File: src/rtl/pipe_addsub.sv
// Pipelined adder/subtractor with a carry-save-free sliced carry chain.
// One slice of the sum per stage, valid/ready handshake with global stall.
module pipe_addsub #(
  parameter int WIDTH  = 32,
  parameter int STAGES = 4
) (
  input  logic             clk,
  input  logic             rst_n,
  input  logic             in_valid,
  output logic             in_ready,
  input  logic [WIDTH-1:0] a,
  input  logic [WIDTH-1:0] b,
  input  logic             op_sub,
  output logic             out_valid,
  input  logic             out_ready,
  output logic [WIDTH-1:0] sum,
  output logic             cout,
  output logic             ovf,
  output logic             zero
);

  localparam int SLICE = WIDTH / STAGES;
  localparam int L     = STAGES - 1;

  if (WIDTH < 2 || STAGES < 1 || STAGES > WIDTH ||
      (WIDTH % STAGES) != 0) begin : g_bad_cfg
    $error("pipe_addsub: bad WIDTH/STAGES");
  end

  logic [STAGES-1:0]            v_r;
  logic [STAGES-1:0]            v_in;
  logic [STAGES-1:0]            c_r;
  logic [STAGES-1:0]            c_in;
  logic [STAGES-1:0]            c_nx;
  logic [STAGES-1:0][WIDTH-1:0] a_r;
  logic [STAGES-1:0][WIDTH-1:0] b_r;
  logic [STAGES-1:0][WIDTH-1:0] s_r;
  logic [STAGES-1:0][WIDTH-1:0] a_in;
  logic [STAGES-1:0][WIDTH-1:0] b_in;
  logic [STAGES-1:0][WIDTH-1:0] s_in;
  logic [STAGES-1:0][WIDTH-1:0] s_nx;
  logic [STAGES-1:0][SLICE:0]   slc;
  logic                         ovf_r;
  logic                         zero_r;
  logic                         ovf_nx;
  logic                         zero_nx;
  logic                         stall;
  logic                         unused_ok;

  assign stall     = v_r[L] & ~out_ready;
  assign in_ready  = ~stall;
  assign out_valid = v_r[L];
  assign sum       = s_r[L];
  assign cout      = c_r[L];
  assign ovf       = ovf_r;
  assign zero      = zero_r;

  // Already-consumed low operand slices are carried but never read.
  assign unused_ok = ^{a_r, b_r};

  // Stage inputs: ports feed stage 0, each later stage takes its predecessor.
  always_comb begin
    v_in    = '0;
    c_in    = '0;
    a_in    = '0;
    b_in    = '0;
    s_in    = '0;
    v_in[0] = in_valid;
    a_in[0] = a;
    b_in[0] = op_sub ? ~b : b;
    s_in[0] = '0;
    c_in[0] = op_sub;
    for (int k = 1; k < STAGES; k++) begin
      v_in[k] = v_r[k-1];
      a_in[k] = a_r[k-1];
      b_in[k] = b_r[k-1];
      s_in[k] = s_r[k-1];
      c_in[k] = c_r[k-1];
    end
  end

  // Stage k adds its own slice and forwards everything else untouched.
  always_comb begin
    s_nx = s_in;
    c_nx = '0;
    slc  = '0;
    for (int k = 0; k < STAGES; k++) begin
      slc[k] = {1'b0, a_in[k][k*SLICE +: SLICE]}
             + {1'b0, b_in[k][k*SLICE +: SLICE]}
             + {{SLICE{1'b0}}, c_in[k]};
      s_nx[k][k*SLICE +: SLICE] = slc[k][SLICE-1:0];
      c_nx[k] = slc[k][SLICE];
    end
  end

  // Carry into the MSB is recovered from the MSB sum bit and its operands.
  always_comb begin
    ovf_nx  = a_in[L][WIDTH-1] ^ b_in[L][WIDTH-1]
            ^ s_nx[L][WIDTH-1] ^ c_nx[L];
    zero_nx = ~|s_nx[L];
  end

  // Whole pipe advances together unless the final beat is blocked.
  always_ff @(posedge clk or negedge rst_n) begin
    if (!rst_n) begin
      v_r    <= '0;
      c_r    <= '0;
      a_r    <= '0;
      b_r    <= '0;
      s_r    <= '0;
      ovf_r  <= 1'b0;
      zero_r <= 1'b0;
    end else if (!stall) begin
      v_r    <= v_in;
      c_r    <= c_nx;
      a_r    <= a_in;
      b_r    <= b_in;
      s_r    <= s_nx;
      ovf_r  <= ovf_nx;
      zero_r <= zero_nx;
    end
  end

endmodule

File: config.mk
export PLATFORM = sky130hd
export DESIGN_NAME = pipe_addsub
export DESIGN_NICKNAME = d
export VERILOG_FILES = /design/src/rtl/pipe_addsub.sv
export SDC_FILE = /design/constraint.sdc
export NUM_CORES = 1
export LEC_CHECK = 0
export BUFFER_PORTS_ARGS = -buffer_cell sky130_fd_sc_hd__buf_4
export CORE_MARGIN = 2
export CORE_UTILIZATION = 55
export DETAILED_ROUTE_END_ITERATION = 10
export PLACE_DENSITY = 0.79
export SKIP_LAST_GASP = 1
export SLEW_MARGIN = 20
export SYNTH_ARGS = -nofsm -noshare
export SYNTH_HDL_FRONTEND = slang
export SYNTH_SLANG_ARGS = --single-unit
File: constraint.sdc
create_clock -name clk -period 6.25 [get_ports clk]
set_input_delay 0.3125 -clock clk [delete_from_list [all_inputs] [get_ports clk]]
set_output_delay 0.3125 -clock clk [all_outputs]
set_load 0.05 [all_outputs]
==> results of run 1 <==
area by class of cell:
type / count / share of cell area [%]
Clock buffer: 24 / 5.19
Clock inverter: 7 / 0.406
Inverter: 21 / 0.825
Multi-Input combinational cell: 679 / 35.4
Sequential cell: 186 / 47.2
Tap cell: 188 / 2.39
Timing Repair Buffer: 110 / 8.51
state kept, by name, indices dropped and copies added, names as in the netlist:
name / cells
a_in: 48
b_in: 48
s_in: 48
sum: 32
c_r: 4
v_r: 4
ovf: 1
zero: 1
worst min-delay path by stage:
stage | start | to | cells past startpoint
2_1_floorplan | rst_n | a_in[120] | 0
3_3_place_gp | rst_n | a_in[53] | 1
3_5_place_dp | rst_n | a_in[53] | 1
4_1_cts | a[30] | a_in[62] | 3
5_1_grt | a[21] | a_in[53] | 3
6_report | a[18] | a_in[50] | 3
cells by family after synthesis:
logic type	after synthesis
fa+ha+maj	35
buf+inv	66
mux	2
xor+xnor	48
compound gates	108
simple gates	486
flops	186
cells in the final DEF (no fill, tap or decap), drive strengths merged, types with 4 or more instances in the layout:
master / Yosys / final
nand2: 423 / 423
dfrtp: 186 / 186
buf: 12 / 108
o21ai: 51 / 51
xnor2: 34 / 34
nor2: 28 / 28
ha: 28 / 28
clkbuf: 33 / 25
inv: 21 / 21
a21oi: 19 / 19
xor2: 14 / 14
nor3: 12 / 12
o31ai: 9 / 9
fa: 7 / 7
o21a: 6 / 6
o21bai: 5 / 5
nor4: 5 / 5
clkinv: 0 / 5
a21o: 4 / 4
a211oi: 4 / 4
power by group through the flow:
stage               Combinational (mW)  Sequential (mW)  Clock, mW
global placement                  2.21             2.07          0
global route                      2.54             2.13       1.07
detailed placement                2.27             2.08          0
floorplan                         1.32             2.38          0
finish                            2.27             2.06      0.994
CTS                               2.29             2.06       1.01
worst register-to-register path, stage by stage (launching register included):
cell,delay [ns]
dfrtp_1,0.34
nor2b_4,0.17
buf_4,0.77
buf_4,0.93
nor3_1,0.16
nand4_1,0.13
nor2_1,0.06
nand4_1,0.10
o31ai_1,0.07
metal layers:
metal | wire length (um) | track usage [%] | up-vias | part of all wire, %
met2 | 7550 | 32.9 | 107 | 47
li1 | - | - | 3138 | -
met5 | 0 | 0 | - | 0
met1 | 7570 | 29.2 | 2873 | 47
met3 | 601 | 4.52 | 18 | 3.8
met4 | 223 | 5.95 | 0 | 1.4
==> metrics.cfg, run 1 <==
[synth]
yosysSeqAreaShare_pct = 55.5
ys_top_cells_by_count = nand2_1 (423), dfrtp_1 (186), o21ai_1 (48)
synth_ff_type = dfrtp_1
synth_top_family_by_area = simple AND/OR/NAND/NOR gates
ys_seq_elements = 186
synthArstFlopShare_pct = 100
yosysWarnings = 0
synthMuxAreaShare_pct = 0.313
synth_edf_count = 0
synth_fa_ha_area_share_pct = 5.84
syn_avg_cell_area_um2 = 9.02
synth_compound_gate_area_share_pct = 7.71
synthCells = 931
yosysMostFrequentCell = nand2_1
synthSimpleGateAreaFrac_pct = 22.6
netlist.area_leader.share_pct = 55.5
synth_largest_area_cell = dfrtp_1
synthDistinctLibCells = 40
post_synth_xor_area_fraction_pct = 5.01
synth_nets = 1035
synth.top_cells.by_area = dfrtp_1 (55%), nand2_1 (19%), ha_1 (4.2%)
syn_area_um2 = 8390

[finish]
final_cell_count_no_fill = 1215
fin_util_pct = 65.5
final_area_um2 = 9850
n_antenna_cell = 0
multi_input_area_um2 = 3490
nNetsFinal = 1119
syn_to_final_growth_pct = 17.4
fill_cells = 1248
seq_area_um2 = 4650
drive_gt1_share_pct = 14.0

[pwr]
p_switching_mw = 2.18
vdd_drop_max_v = 0.000586
seqPwrFrac_pct = 38.7
power.density_nw_per_um2 = 540
clock_power_share_pct = 18.7
power.leakage_nw = 5.05
power_mw = 5.32
switching_share_pct = 41.1
cell_internal_pwr_mw = 3.13
p_comb_share_pct = 42.6

[detailed_routing]
ant_nets = 0
drt_iter0_drc = 414
vias = 6136
drc_errors = 0
post_drt_wl_per_cell_um = 13.1
wirelength_um = 15900
viasPerCell = 5.05
firstDrtPassIters = 4

[placed_design]
preCtsSetupSlack_ns = 3.34
dp_hpwl_um = 10800
place_inst = 1183
routabilityCongestion = 0.825
postPlaceCellArea_um2 = 9290
io_buffers = 105

[timing]
rsz0062_at_grt = no
hold_viol_final = 0
fin_skew_ns = 0.00945
setup_ws_ns = 3.37
whs_ns = 0.0812
fmax_mhz = 348
setup_viol = 0
drv_slew = 0
post-route-period-util_pct = 46.0
tns_ns = 0
fin_crit_ns = 2.88
max_slew_margin_pct = 33.2
worst_pin_slew_ns = 1.00

[setup_path]
cp_max_fo = 107
path_cells = nor2b_4 -> buf_4 -> buf_4 -> nor3_1 -> nand4_1 -> nor2_1 -> nand4_1 -> o31ai_1
crit_type = reg2reg
worstRegToRegCells = 8
r2r_slack_ns = 3.37
crit_slowest_cell = buf_4
crit_end = zero
cp_slowest_stage_delay_ns = 0.87
worstPathRequired_ns = 6.54
critical_path_depth = 8
r2r_end = zero
rr_startpoint = v_r[3]
cp.buffers_inverters = 2
startpoint = v_r[3]
end_kind = flop
critPathTopFamily = buffers and inverters
critical_path_arrival_ns = 3.17
critPathLaunchType = flop

[global_route]
overflow = 0
antenna_found_initial = 0
grt_usage_pct = 20.8
grt_pass1_vias = 5701
grt_max_degree = 108
grt_pass1_wl_um = 26800

[job]
max_cap_viol_count = 0

[clocking]
ctsHoldBuffers = 1
clock_latency_ns = 0.42
clock-sinks = 186
post_cts_buffers = 0
cts_root_buf = clkbuf_16
cts-buffers-inserted = 17
cts_tree = built
clk_pin_slew_ns = 0.06
ctsResizeCount = 0
htree_levels = 4
cts.path.max_buffers = 2

[floorplan]
io_pins = 106
die_area_um2 = 16300
die_x_um = 128
rows = 45
dieHeight_um = 128
design.core.area_um2 = 15000
start_util_pct = 55.8

[hold_path]
hp-class = in2reg

[run_status]
status = complete, no violations

Power figures use the tool's default switching activity.
==> inputs of run 2 (changes only) <==
--- a/config.mk
+++ b/config.mk
@@ -5,6 +5,7 @@
 export SDC_FILE = /design/constraint.sdc
 export NUM_CORES = 1
 export LEC_CHECK = 0
+export ABC_AREA = 1
 export BUFFER_PORTS_ARGS = -buffer_cell sky130_fd_sc_hd__buf_4
 export CORE_MARGIN = 2
 export CORE_UTILIZATION = 55
==> constraint.sdc (replaced) <==
create_clock -name clk -period 2.7 [get_ports clk]
set_input_delay 0.135 -clock clk [delete_from_list [all_inputs] [get_ports clk]]
set_output_delay 0.135 -clock clk [all_outputs]
set_load 0.05 [all_outputs]
==> metrics.cfg, run 2 <==
[clocking]
cts.path.max_buffers = 2  ; unchanged
cts-buffers-inserted = 17  ; unchanged
clk_pin_slew_ns = 0.07  ; about the same
clock_latency_ns = 0.43  ; about the same
cts_tree = built
post_cts_buffers = 0  ; unchanged
htree_levels = 4  ; unchanged
clock-sinks = 186  ; unchanged
ctsResizeCount = 0  ; unchanged
cts_root_buf = clkbuf_16

[placed_design]
postPlaceCellArea_um2 = 9510  ; +2.4%
dp_hpwl_um = 11100  ; +3.2%
place_inst = 1250  ; +5.7%
routabilityCongestion = 0.890  ; +7.9%
preCtsSetupSlack_ns = 0.760  ; -2.58 ns
io_buffers = 105  ; unchanged

[setup_path]
critical_path_arrival_ns = 2.29  ; -0.88 ns
critPathLaunchType = flop
crit_type = reg2reg
cp_max_fo = 3  ; -97%
worstPathRequired_ns = 3.03  ; -3.51 ns
end_kind = flop

[timing]
setup_ws_ns = 0.732  ; -2.64 ns
drv_slew = 0  ; unchanged
fmax_mhz = 508  ; +46%
fin_skew_ns = 0.00599  ; -0.00347 ns
hold_viol_final = 0  ; unchanged
tns_ns = 0  ; unchanged
max_slew_margin_pct = 56.7  ; +24 points
post-route-period-util_pct = 72.9  ; +27 points
rsz0062_at_grt = no
worst_pin_slew_ns = 0.649  ; -0.353 ns
fin_crit_ns = 1.97  ; -0.908 ns
setup_viol = 0  ; unchanged

[synth]
synth_ff_type = dfrtp_1
synthArstFlopShare_pct = 100  ; unchanged
yosysMostFrequentCell = nand2_1
synth_edf_count = 0  ; unchanged
syn_avg_cell_area_um2 = 8.64  ; -4.1%
synth.top_cells.by_area = dfrtp_1 (54%), nand2_1 (17%), o21ai_0 (6.5%)
ys_top_cells_by_count = nand2_1 (392), dfrtp_1 (186), o21ai_0 (112)
ys_seq_elements = 186  ; unchanged
synthDistinctLibCells = 28  ; -30%
yosysWarnings = 0  ; unchanged
synth_largest_area_cell = dfrtp_1
netlist.area_leader.share_pct = 54.2  ; -1.2 points
yosysSeqAreaShare_pct = 54.2  ; -1.2 points
synthCells = 993  ; +6.7%
syn_area_um2 = 8580  ; +2.2%
synth_nets = 1097  ; +6.0%

[finish]
final_common_cell = nand2_1
final_cell_count_no_fill = 1328  ; +9.3%
drive_gt1_share_pct = 13.2  ; -0.86 points
nNetsFinal = 1231  ; +10%
final_cell_mix = nand2_1 (392), dfrtp_1 (186), o21ai_0 (112)
multi_input_area_um2 = 3420  ; -1.9%
final_area_um2 = 10500  ; +7.0%
syn_to_final_growth_pct = 22.8
seq_area_um2 = 4650  ; unchanged
fill_cells = 1214  ; -2.7%
n_antenna_cell = 0  ; unchanged

[floorplan]
die_area_um2 = 16600  ; +2.2%
rows = 45  ; unchanged
io_pins = 106  ; unchanged
dieHeight_um = 129  ; +1.1%
start_util_pct = 56.4  ; +0.61 points
design.core.area_um2 = 15200  ; +1.1%
die_x_um = 129  ; +1.1%

[global_route]
grt_usage_pct = 22.8  ; +2.0 points
grt_pass1_vias = 6400  ; +12%
grt_max_degree = 157  ; +45%
grt_pass1_wl_um = 30100  ; +12%
antenna_found_initial = 0  ; unchanged
overflow = 0  ; unchanged

[pwr]
power.leakage_nw = 5.39  ; +6.8%
power.density_nw_per_um2 = 1190  ; +120%
cell_internal_pwr_mw = 7.20  ; +130%
clock_power_share_pct = 19.1  ; +0.4 points
p_switching_mw = 5.31  ; +140%
seqPwrFrac_pct = 37.4  ; -1.3 points
p_comb_share_pct = 43.4  ; +0.8 points
vdd_drop_max_v = 0.000603  ; +2.9%
switching_share_pct = 42.5  ; +1.4 points

[detailed_routing]
post_drt_wl_per_cell_um = 13.2  ; +0.68%
wirelength_um = 17500  ; +10%
drt_iter0_drc = 479  ; +16%
drc_errors = 0  ; unchanged
firstDrtPassIters = 5  ; +1
vias = 6722  ; +9.6%
viasPerCell = 5.06  ; +0.23%
ant_nets = 0  ; unchanged

[hold_path]
hp-class = in2reg

[run_status]
status = complete, no violations

[job]
max_cap_viol_count = 0  ; unchanged

## run 2: cell types whose count changed after synthesis, sizes merged, moves of 6 or more
cell | previous run | this run
nand3 | 3 | 22
xnor2 | 34 | 26
o21ai | 51 | 117
inv | 21 | 77
nand3b | 0 | 7
nand4 | 3 | 9
clkbuf | 33 | 10
buf | 12 | 34
o31ai | 9 | 0
nand2 | 423 | 395
nor3 | 12 | 1
## run 2: logic make-up after synthesis
group	synth area share, %
simple gates	21.4
flops	54.2
compound gates	8.92
buf+inv	5.91
xor+xnor	3.78
fa+ha+maj	5.72
## run 2: area by class of cell
| cell class | instances | share of cell area, % |
|---|---|---|
| inverters | 77 | 2.79 |
| flip-flops and latches | 186 | 44.2 |
| repair buffers | 159 | 13.0 |
| multi-input cells | 686 | 32.5 |
| clock inverters | 14 | 1.31 |
| clock buffers | 18 | 4.07 |
| well taps | 188 | 2.23 |
## run 2: worst max-delay path: stages, from the launching register on
cell and delay, ns:
dfrtp_1 0.41, fa_1 0.47, inv_1 0.09, fa_1 0.21, inv_1 0.06, nand3_1 0.08, nand2_1 0.08, a21oi_1 0.23
nand3_1 0.10, nand3_1 0.08, nand2_1 0.05
## run 2: worst paths after layout
kind	endpoint	startpoint	slack, ns	depth (start not counted)
worst min register to register	v_r[3]	v_r[2]	0.45	2
min in group asynchronous	a_in[43]	rst_n	0.10	2
max in group asynchronous	b_in[123]	rst_n	1.85	3
worst min-delay path	b_in[57]	b[25]	0.01	3
worst max register to register	ovf	c_r[2]	0.73	10
worst max-delay path	ovf	c_r[2]	0.73	10
## run 2: stage by stage
step / utilization, % / hold WS (ns) / power (mW)
final: 69.3 / 0.0147 / 12.5
after global routing: 69.3 / 0.0172 / 13.6
after CTS: 69.3 / 0.0000787 / 12.6
after detailed placement: 62.6 / -0.0102 / 10.1
after global placement: 62.6 / -0.0107 / 9.92
after floorplan: - / -0.161 / 8.58
## run 2: power by group through the flow
stage                     clock network [mW]  registers [mW]  logic [mW]
after floorplan                            0            5.45        3.13
after global placement                     0            4.68        5.24
after detailed placement                   0            4.72        5.37
after CTS                               2.43            4.68        5.45
after global routing                    2.55            4.82        6.18
final                                   2.39            4.68        5.43
## run 2: routing by layer
metal | global-route usage [%] | wire length (um) | up-vias
li1 | - | - | 3407
met1 | 33.0 | 8520 | 3158
met2 | 35.2 | 8160 | 135
met3 | 4.24 | 580 | 22
met4 | 7.42 | 285 | 0
met5 | 0 | 0 | -
## run 2: what timing repair did
item                                    in CTS  in global routing
hold buffers                                46                  0
endpoints found under the hold margin      230                  0
endpoints found under the setup margin       0                  0
